$ cat src/rtl/ahb_timer_bridge.sv
// AHB-Lite slave front-end for the timer: decodes transfers into timer strobes and drives the count-enable pulse.
// Latency: write = 2 wait states + completion, read = 1 wait state, no bubble between back-to-back transfers.
// Backpressure: HREADYOUT held low while the timer reports t_done = 0; ERROR responses take two cycles.
module ahb_timer_bridge #(
    parameter int PRESCALE       = 1,
    parameter int ADDR_CHECK_MSB = 7
) (
    input  logic        clk,
    input  logic        rst_n,
    input  logic        HSEL,
    input  logic [31:0] HADDR,
    input  logic [1:0]  HTRANS,
    input  logic        HWRITE,
    input  logic [2:0]  HSIZE,
    input  logic [31:0] HWDATA,
    input  logic        HREADY,
    output logic        HREADYOUT,
    output logic        HRESP,
    output logic [31:0] HRDATA,
    output logic        t_en,
    output logic [31:0] t_addr,
    output logic [31:0] t_load,
    output logic        t_we,
    output logic        t_re,
    output logic [1:0]  t_size,
    input  logic [31:0] t_counter_value,
    input  logic        t_done,
    input  logic        t_check
);
    localparam int PW = (PRESCALE > 1) ? $clog2(PRESCALE) : 1;
    localparam logic [PW-1:0] PRE_MAX = PW'(PRESCALE - 1);

    typedef enum logic [2:0] {
        S_IDLE, S_WR_LOAD, S_WR_CHECK, S_WR_EVAL, S_RD_REQ, S_RD_RESP, S_ERR1, S_ERR2
    } state_t;

    state_t         state;
    logic [31:0]    addr_q;
    logic [31:0]    wdata_q;
    logic [2:0]     size_q;
    logic [PW-1:0]  pre_q;

    logic           accept_ok;
    logic           xfer_vld;
    logic           illegal;
    logic           tick;
    logic [31:0]    wd_sh;
    logic [31:0]    lane_dat;
    logic           unused_htrans;

    assign unused_htrans = HTRANS[0];

    always_comb begin
        accept_ok = (state == S_IDLE) || (state == S_ERR2)
                 || ((state == S_WR_EVAL) && t_done && !t_check)
                 || ((state == S_RD_RESP) && t_done);
        xfer_vld  = accept_ok && HSEL && HREADY && HTRANS[1];
        illegal   = (HSIZE > 3'b010)
                 || ((HSIZE == 3'b001) && HADDR[0])
                 || ((HSIZE == 3'b010) && (HADDR[1:0] != 2'b00))
                 || (HADDR[ADDR_CHECK_MSB:2] != '0);
        tick      = (pre_q == '0);
        // Legal halfword/word addresses have zero low bits, so one byte-granular shift serves every size.
        wd_sh     = HWDATA >> {addr_q[1:0], 3'b000};
        case (size_q)
            3'b000:  lane_dat = {24'h0, wd_sh[7:0]};
            3'b001:  lane_dat = {16'h0, wd_sh[15:0]};
            default: lane_dat = wd_sh;
        endcase
    end

    always_comb begin
        HREADYOUT = 1'b1;
        HRESP     = 1'b0;
        HRDATA    = '0;
        t_en      = 1'b0;
        t_we      = 1'b0;
        t_re      = 1'b0;
        t_load    = '0;
        case (state)
            // Reset gates the idle count pulse so the timer sees nothing while rst_n is low.
            S_IDLE:     t_en = tick && !xfer_vld && rst_n;
            S_WR_LOAD:  begin t_en = 1'b1; t_we = 1'b1; t_load = lane_dat; HREADYOUT = 1'b0; end
            S_WR_CHECK: begin t_en = 1'b1; t_we = 1'b1; t_load = wdata_q;  HREADYOUT = 1'b0; end
            S_WR_EVAL: begin
                if (!t_done) begin
                    HREADYOUT = 1'b0;
                end else if (t_check) begin
                    HREADYOUT = 1'b0;
                    HRESP     = 1'b1;
                end
            end
            S_RD_REQ:   begin t_en = 1'b1; t_re = 1'b1; HREADYOUT = 1'b0; end
            S_RD_RESP: begin
                if (!t_done) begin
                    HREADYOUT = 1'b0;
                end else begin
                    case (size_q)
                        3'b000:  HRDATA = {4{t_counter_value[7:0]}};
                        3'b001:  HRDATA = {2{t_counter_value[15:0]}};
                        default: HRDATA = t_counter_value;
                    endcase
                end
            end
            S_ERR1:     begin HREADYOUT = 1'b0; HRESP = 1'b1; end
            S_ERR2:     HRESP = 1'b1;
            default:    ;
        endcase
    end

    assign t_addr = addr_q;
    assign t_size = size_q[1:0];

    always_ff @(posedge clk or negedge rst_n) begin
        if (!rst_n) begin
            state   <= S_IDLE;
            addr_q  <= '0;
            size_q  <= '0;
            wdata_q <= '0;
            pre_q   <= PRE_MAX;
        end else begin
            pre_q <= tick ? PRE_MAX : pre_q - 1'b1;
            if (state == S_WR_LOAD)
                wdata_q <= lane_dat;
            if (xfer_vld) begin
                addr_q <= HADDR;
                size_q <= HSIZE;
                if (illegal)
                    state <= S_ERR1;
                else
                    state <= HWRITE ? S_WR_LOAD : S_RD_REQ;
            end else begin
                case (state)
                    S_WR_LOAD:  state <= S_WR_CHECK;
                    S_WR_CHECK: state <= S_WR_EVAL;
                    S_WR_EVAL:  if (t_done) state <= t_check ? S_ERR2 : S_IDLE;
                    S_RD_REQ:   state <= S_RD_RESP;
                    S_RD_RESP:  if (t_done) state <= S_IDLE;
                    S_ERR1:     state <= S_ERR2;
                    default:    state <= S_IDLE;
                endcase
            end
        end
    end
endmodule
$ cat config.mk
export PLATFORM = sky130hd
export DESIGN_NAME = ahb_timer_bridge
export DESIGN_NICKNAME = d
export VERILOG_FILES = /design/src/rtl/ahb_timer_bridge.sv
export SDC_FILE = /design/constraint.sdc
export NUM_CORES = 1
export LEC_CHECK = 0
export BUFFER_PORTS_ARGS = -buffer_cell sky130_fd_sc_hd__buf_2
export CAP_MARGIN = 15
export CORE_MARGIN = 1
export CORE_UTILIZATION = 35
export DETAILED_ROUTE_END_ITERATION = 16
export GPL_TIMING_DRIVEN = 0
export PLACE_DENSITY_LB_ADDON = 0.2
export SLEW_MARGIN = 10
export SYNTH_ARGS = -nofsm -noshare
export SYNTH_HDL_FRONTEND = slang
export SYNTH_SLANG_ARGS = --single-unit
$ cat constraint.sdc
create_clock -name clk -period 2.65 [get_ports clk]
set_clock_uncertainty 0.15 [all_clocks]
set_input_delay 0.265 -clock clk [delete_from_list [all_inputs] [get_ports clk]]
set_output_delay 0.265 -clock clk [all_outputs]
set_load 0.005 [all_outputs]
==> results of run 1 <==
==> power by group through the flow <==
stage	Sequential [mW]	Combinational (mW)	Clock (mW)
floorplan	1.81	1.69	0
global placement	1.80	2.75	0
detailed placement	1.82	2.81	0
CTS	1.85	2.88	1.24
global route	1.94	3.21	1.28
finish	1.87	2.91	1.21
==> worst paths after layout <==
check                           start          end  slack, ps  depth (start not counted)
max in group asynchronous       rst_n  wdata_q[24]       1540                          3
hold / removal              HADDR[11]   t_addr[11]          8                          2
min in group asynchronous       rst_n   t_addr[26]        250                          2
setup reg to reg             state[1]    t_addr[7]        320                          6
hold reg to reg            wdata_q[9]   wdata_q[9]        320                          2
setup / recovery             state[1]   t_load[27]         60                          7
==> per-layer routing <==
metal,share of wire,up-vias,track usage
met2,0.50,184,0.392
met5,0,-,0
li1,-,1959,-
met1,0.41,1974,0.272
met3,0.072,19,0.0514
met4,0.019,0,0.0907
==> critical path, cell delays in order (launching register included) <==
cell and delay, ps:
dfrtp_1 390, or3b_4 410, or3_1 370, buf_6 140, nor2_8 130, buf_6 130
a22o_1 160, buf_2 120
==> timing repair <==
item,CTS,global route
pin swaps,2,0
gates cloned,1,0
endpoints found under the setup margin,41,44
resized for setup,24,17
hold endpoints to repair,24,0
buffers inserted,4,3
hold buffers,1,0
==> cells in the mapped netlist, types with 4 or more instances <==
cell       n
nor2_1    21
clkbuf_1  22
nand2_1   77
mux2_2    35
a21oi_1   19
a22o_1    16
nor2b_1   11
a211oi_1  24
o21ai_0   34
nor3_1     4
and2_1    15
dfrtp_1   70
mux2i_1   24
a21o_1    16
buf_2      8
==> kinds of logic (layout without fill, tap and decap cells) <==
| logic type | Yosys count | count (layout) |
|---|---|---|
| simple gates | 143 | 143 |
| compound gates | 117 | 117 |
| flops | 70 | 70 |
| mux | 59 | 59 |
| buf+inv | 35 | 266 |
| xor+xnor | 1 | 1 |
==> cell type report <==
type	count	area, um^2	area share
buffer	32	179	0.0315
clock buffer	10	239	0.0421
clock inverter	5	60.1	0.0106
multi-input combinational	320	2120	0.374
sequential	70	1750	0.309
tap	140	175	0.0309
timing repair buffer	219	1150	0.202
==> state kept, by name, summed over array words and instances (netlist names) <==
register / flops
t_addr: 32
wdata_q: 32
state: 3
size_q: 3
==> through the flow <==
| step | hold WS, ps | setup slack, ps |
|---|---|---|
| floorplan | -181 | 480 |
| global placement | 309 | -200 |
| global route | 4.51 | -14.8 |
| finish | 8.10 | 56.9 |
| CTS | 0.353 | 13.4 |
| detailed placement | 54.9 | -285 |
==> results.toml, run 1 <==
[logic_synthesis]
synthTopCellsByArea = "dfrtp_1, mux2_2, nand2_1"
synthXorXnorAreaFrac = 0.00219
synth_top_family_by_area = "compound AO/OA/AOI/OAI gates"
synth-seq-cells = 70
yosysTopAreaCell = "dfrtp_1"
synthArstFlopShare = 1.00
synth_top_area_share = 0.439
synth_nets = 533
synth_edf_count = 0
synth.yosys.seq_area_share = 0.439
synth_adder_area_share = 0
synth_compound_area_frac = 0.192
synthMuxAreaShare = 0.159
netlist_area_um2 = 3990
ys_warn_count = 0
ys_types = 37
syn_inst = 425
syn-mean-instance-area_um2 = 9.39
yosys.area_share.simple = 0.169
synth_top_flop_cell = "dfrtp_1"

[global_routing]
gr-total-overflow = 0
grt_start_max_net_pins = 48
grt_first_pass_wirelength_um = 20300
grt_pass1_vias = 4042
grt_antenna_before_repair = 0
grt.total_usage = 0.227

[clocking]
htree_levels = 3
cts_sinks = 70
cts_buffer_depth = 2
clk_pin_slew_worst_paths_ps = 60
numCtsBuffers = 9
cts_tree = "done"
insertion_delay_ps = 330
cts_root_buffer = "clkbuf_16"

[final_layout]
fin_util = 0.516
layout.nets = 760
layout_commonest_cell = "buf_2"
nFillCells = 1056
final_cell_mix = "buf_2, nand2_1, dfrtp_1"
finalInstanceArea_um2 = 5670
synthToLayoutAreaGrowth_pct = 42.1
fin_cells = 796
drive_gt1_frac = 0.451
num_antenna_cells = 0

[power_and_ir_drop]
seq_power_share = 0.312
swShare = 0.388
power.density_nw_per_um2 = 1060
pwr-share-clk = 0.203
p_leak_nw = 3.07
power.switching_mw = 2.33
p_comb_frac = 0.485
total_power_mw = 6.00
internal-power_mw = 3.67
vdd.ir_drop.worst_uv = 537

[status]
status = "finished clean"

[placement]
port_buffers = 209
dpl_cell_area_um2 = 5240
dp_cells = 775
place.gp.congestion = 0.870
hpwl_um = 10100

[floorplan]
num_rows = 38
die_height_um = 109
die_w_um = 109
dieArea_um2 = 11800
io_pins = 211
core_um2 = 11000
start_util = 0.364

[drt]
drtAntennaViolNets = 0
via_count = 4136
drt_iter0_drc = 279
firstDrtPassIters = 4
drc = 0
via_per_inst = 5.20
wire_per_inst_um = 16.6
detail_route.wirelength_um = 13200

[worst_hold_path]
hold_path_class = "input port to flop"

[timing]
setup_violations = 0
fin_crit_ps = 2590
finalHoldViolCount = 0
fin_crit_sh = 0.979
fin_tns_setup_ps = 0
final_max_slew_viol_count = 0
fmax_mhz = 386
relSlewSlack = 0.621
worstMarginPinSlew_ps = 569

[worst_setup_path]
crit_arrival_ps = 2180
crit_required_ps = 2240
start_kind = "flop"
endpoint_kind = "primary output"
crit_type = "flop to primary output"
cp_max_fo = 5

[run]
max_cap_viol_count = 0
Power figures use the tool's default switching activity.
==> run 2: changes to the inputs <==
- ABC_AREA: not set -> 1
==> run 2 against run 1 <==
Effect of this change: non-clock buffer count is 21 higher; core utilization up 2.4 points; final area grew 4.6%; highest routed layer unchanged.
==> results.toml, run 2 <==
[clocking]
numCtsBuffers = 9
cts_root_buffer = "clkbuf_16"
htree_levels = 3
cts_sinks = 70
cts_tree = "done"
insertion_delay_ps = 320
cts_buffer_depth = 2
clk_pin_slew_worst_paths_ps = 50

[global_routing]
grt_start_max_net_pins = 48
gr-total-overflow = 0
grt_antenna_before_repair = 0
grt_first_pass_wirelength_um = 21000
grt.total_usage = 0.234
grt_pass1_vias = 4269

[logic_synthesis]
yosysMostFrequentCell = "nand2_1"
synth_edf_count = 0
ys_top_cells_by_count = "nand2_1, o21ai_0, dfrtp_1"
ys_types = 28
synth.yosys.seq_area_share = 0.436
synthTopCellsByArea = "dfrtp_1, nand2_1, o21ai_0"
syn-mean-instance-area_um2 = 7.07
netlist_area_um2 = 4010
ys_warn_count = 0
synth_nets = 676
yosysTopAreaCell = "dfrtp_1"
syn_inst = 568
synthArstFlopShare = 1.00
synth-seq-cells = 70
synth_top_flop_cell = "dfrtp_1"
synth_top_area_share = 0.436

[final_layout]
final_cell_mix = "buf_2, nand2_1, o21ai_0"
nFillCells = 1077
fin_util = 0.540
drive_gt1_frac = 0.317
num_antenna_cells = 0
finalInstanceArea_um2 = 5930
seq_area_um2 = 1750
synthToLayoutAreaGrowth_pct = 47.8
fin_cells = 963
multi_input_area_um2 = 1880
layout.nets = 926
layout_commonest_cell = "buf_2"

[status]
status = "finished clean"

[worst_setup_path]
crit_type = "flop to primary output"
worst-path-buf-inv = 4
crit_required_ps = 2240
cp_max_fo = 10
endpoint_kind = "primary output"
cpMostUsedCell = "buf_2"
start_kind = "flop"
slowest_delay_ps = 380
cp_slowest_cell = "dfrtp_1"
cp_cell_sequence = "buf_2 > clkinvlp_4 > clkbuf_1 > nand3_1 > o211ai_1 > o21ai_0 > buf_2"
critPathTopFamily = "buffers and inverters"
crit_arrival_ps = 2120

[timing]
fmax_mhz = 395
fin_tns_setup_ps = 0
final_max_slew_viol_count = 0
fin_crit_ps = 2530
setup_violations = 0
fin_ws_ps = 119
hold_slack_ps = 14.3
fin_crit_sh = 0.955
rsz0062_at_grt = "false"
worstMarginPinSlew_ps = 523
finalHoldViolCount = 0
relSlewSlack = 0.651

[floorplan]
dieArea_um2 = 11900
num_rows = 38
io_pins = 211
start_util = 0.365
die_w_um = 109
core_um2 = 11000
die_height_um = 109

[placement]
dpl_cell_area_um2 = 5270
pre_cts_slack_ps = 371
dp_cells = 918
hpwl_um = 10800
place.gp.congestion = 0.874
port_buffers = 209

[drt]
detail_route.wirelength_um = 14100
firstDrtPassIters = 5
wire_per_inst_um = 14.7
drc = 0
via_count = 4743
via_per_inst = 4.93
drtAntennaViolNets = 0
drt_iter0_drc = 292

[power_and_ir_drop]
power.density_nw_per_um2 = 1050
vdd.ir_drop.worst_uv = 627
p_leak_nw = 3.29
total_power_mw = 6.25

[run]
max_cap_viol_count = 0

[worst_hold_path]
hold_path_class = "input port to flop"
[run 2: cells by family after synthesis]
logic type / count (synthesis) / share of synthesized area
simple gates: 274 / 0.281
compound gates: 137 / 0.185
buf+inv: 87 / 0.0973
flops: 70 / 0.436
[run 2: path summary, 6_finish.rpt]
| path | to | depth (start not counted) | slack (ps) | from |
|---|---|---|---|---|
| max in group asynchronous | t_addr[24] | 3 | 1550 | rst_n |
| setup reg to reg | wdata_q[4] | 6 | 750 | t_addr[1] |
| hold / removal | t_addr[2] | 3 | 10 | HADDR[2] |
| hold reg to reg | t_addr[7] | 2 | 330 | t_addr[7] |
| min in group asynchronous | wdata_q[14] | 2 | 250 | rst_n |
| setup / recovery | t_load[4] | 7 | 120 | t_addr[1] |
[run 2: what timing repair did]
action,in CTS,in global routing
hold buffers,28,0
endpoints found under the setup margin,0,28
setup buffers,0,1
resized for setup,0,7
endpoints found under the hold margin,50,0
[run 2: report_power, final]
group	switching, mW	total, mW	internal, mW
Clock	0.437	1.45	1.01
Sequential	0.235	1.81	1.57
Combinational	1.87	2.99	1.12
Total	2.54	6.25	3.71
[run 2: worst min-delay path, stage by stage]
cell	delay, ps
buf_2	90
nand2_1	50
nand2_1	50
[run 2: routing by layer]
metal | part of all wire | global-route usage
met1 | 0.43 | 0.297
met2 | 0.48 | 0.403
met3 | 0.072 | 0.0347
met4 | 0.016 | 0.0792
met5 | 0 | 0
[run 2: layout make-up]
class / instances / share of cell area
multi-input cells: 411 / 0.317
flip-flops and latches: 70 / 0.295
repair buffers: 239 / 0.230
clock buffers: 10 / 0.0386
inverters: 54 / 0.0352
plain buffers: 33 / 0.0316
well taps: 140 / 0.0295
clock inverters: 6 / 0.0226
==> run 3: changes to the inputs <==
- RECOVER_POWER: not set -> 25
==> run 3 against run 2 <==
Effect of this change: die area did not move; final area is 0.38% lower; total power is essentially flat; cell count did not move; critical path depth increased by 1.
==> results.toml, run 3 (same netlist as run 2, synthesis figures left out) <==
[placement]
dp_cells = 918
port_buffers = 209
place.gp.congestion = 0.874
hpwl_um = 10800

[floorplan]
num_rows = 38
die_height_um = 109
core_um2 = 11000
start_util = 0.365
die_w_um = 109
io_pins = 211
dieArea_um2 = 11900

[drt]
drtAntennaViolNets = 0
via_count = 4724
via_per_inst = 4.91
drc = 0
firstDrtPassIters = 5
wire_per_inst_um = 14.6
drt_iter0_drc = 327
detail_route.wirelength_um = 14100

[clocking]
cts_tree = "done"
insertion_delay_ps = 320
htree_levels = 3
clk_pin_slew_worst_paths_ps = 50
cts_buffer_depth = 2
numCtsBuffers = 9
cts_root_buffer = "clkbuf_16"
cts_sinks = 70

[status]
status = "finished clean"

[timing]
final_max_slew_viol_count = 0
fin_crit_sh = 0.967
rsz0062_at_grt = "false"
finalHoldViolCount = 0
fin_crit_ps = 2560
fin_tns_setup_ps = 0
setup_violations = 0
worstMarginPinSlew_ps = 1160
fmax_mhz = 390
relSlewSlack = 0.229
hold_slack_ps = 14.8

[worst_setup_path]
worstReg2RegEnd = "wdata_q[4]"
critPathTopFamily = "buffers and inverters"
crit_required_ps = 2240
endpoint_kind = "primary output"
cp_cell_sequence = "inv_2 > nor2_1 > inv_1 > nor2_1 > inv_1 > clkbuf_1 > o21ai_0 > buf_2"
cp_max_fo = 10
worst-path-buf-inv = 5
r2r_cells = 6
crit_type = "flop to primary output"
slowest_delay_ps = 450
cp_slowest_cell = "dfrtp_1"
rr_startpoint = "t_addr[1]"
start_kind = "flop"
r2r_setup_slack_ps = 770
crit_arrival_ps = 2150

[global_routing]
grt_start_max_net_pins = 48
grt_first_pass_wirelength_um = 21000
grt_pass1_vias = 4269
grt_antenna_before_repair = 0
gr-total-overflow = 0
grt.total_usage = 0.234

[power_and_ir_drop]
total_power_mw = 6.25
pwr-share-clk = 0.232
power.switching_mw = 2.54
p_leak_nw = 3.28
swShare = 0.407
power.density_nw_per_um2 = 1060
seq_power_share = 0.290
p_comb_frac = 0.478
vdd.ir_drop.worst_uv = 626
internal-power_mw = 3.70

[final_layout]
nFillCells = 1080
num_antenna_cells = 0
layout_commonest_cell = "buf_2"
final_cell_mix = "buf_2, nand2_1, o21ai_0"
layout.nets = 926
fin_cells = 963
fin_util = 0.538
synthToLayoutAreaGrowth_pct = 47.2
drive_gt1_frac = 0.317

[worst_hold_path]
min_from = "HADDR[2]"
min_path_cells = 3
min_to = "t_addr[2]"
hold_path_class = "input port to flop"

[run]
max_cap_viol_count = 0
[run 3: changes by cell type in the layout (fill, tap and decap cells not counted), sizes merged]
| cell | before | now |
|---|---|---|
| clkbuf | 26 | 27 |
| buf | 228 | 227 |
[run 3: worst max path at each step]
stage | from | endpoint | slack, ps | cells after the start
after global placement | rst_n | t_en | 290 | 4
after global routing | state[1] | t_load[26] | 10 | 8
after floorplan | state[2] | t_load[25] | 920 | 6
after detailed placement | size_q[0] | HRDATA[13] | 370 | 5
final | state[1] | t_load[26] | 90 | 8
after CTS | size_q[0] | HRDATA[13] | 20 | 5
[run 3: final cells by class]
cell class              count  area, um^2  area share
plain buffers              33         188      0.0318
clock buffers              10         229      0.0387
clock inverters             6         134      0.0227
inverters                  54         209      0.0354
multi-input cells         411        1880       0.318
flip-flops and latches     70        1750       0.296
well taps                 140         175      0.0296
repair buffers            239        1340       0.227
[run 3: layer usage]
metal	track usage	vias to the layer above	share of wire
li1	-	2330	-
met1	0.297	2185	0.43
met2	0.403	194	0.49
met3	0.0347	15	0.070
met4	0.0792	0	0.012
met5	0	-	0
[run 3: stage by stage]
stage | worst slack (ps) | cell area, um^2
2_1_floorplan | 918 | 4010
6_report | 87.4 | 5910
3_3_place_gp | 292 | 5240
5_1_grt | 14.4 | 5910
3_5_place_dp | 371 | 5270
4_1_cts | 15.9 | 5910
[run 3: power groups by stage]
stage,Combinational (mW),Clock [mW],Sequential (mW)
after floorplan,1.70,0,1.81
after global placement,2.86,0,1.80
after detailed placement,2.92,0,1.81
after CTS,2.96,1.48,1.80
after global routing,3.35,1.52,1.86
final,2.99,1.45,1.81
[run 3: what timing repair did]
action | 4_1_cts | 5_1_grt
setup endpoints to repair | 0 | 28
endpoints found under the hold margin | 50 | 0
resized for setup | 0 | 7
buffers inserted | 0 | 1
hold buffers | 28 | 0
[run 3: tightest hold or removal path: cells and delay by family]
family                 cells  cell delay, ps
AND/OR/NAND/NOR            2             100
buffers and inverters      1              90
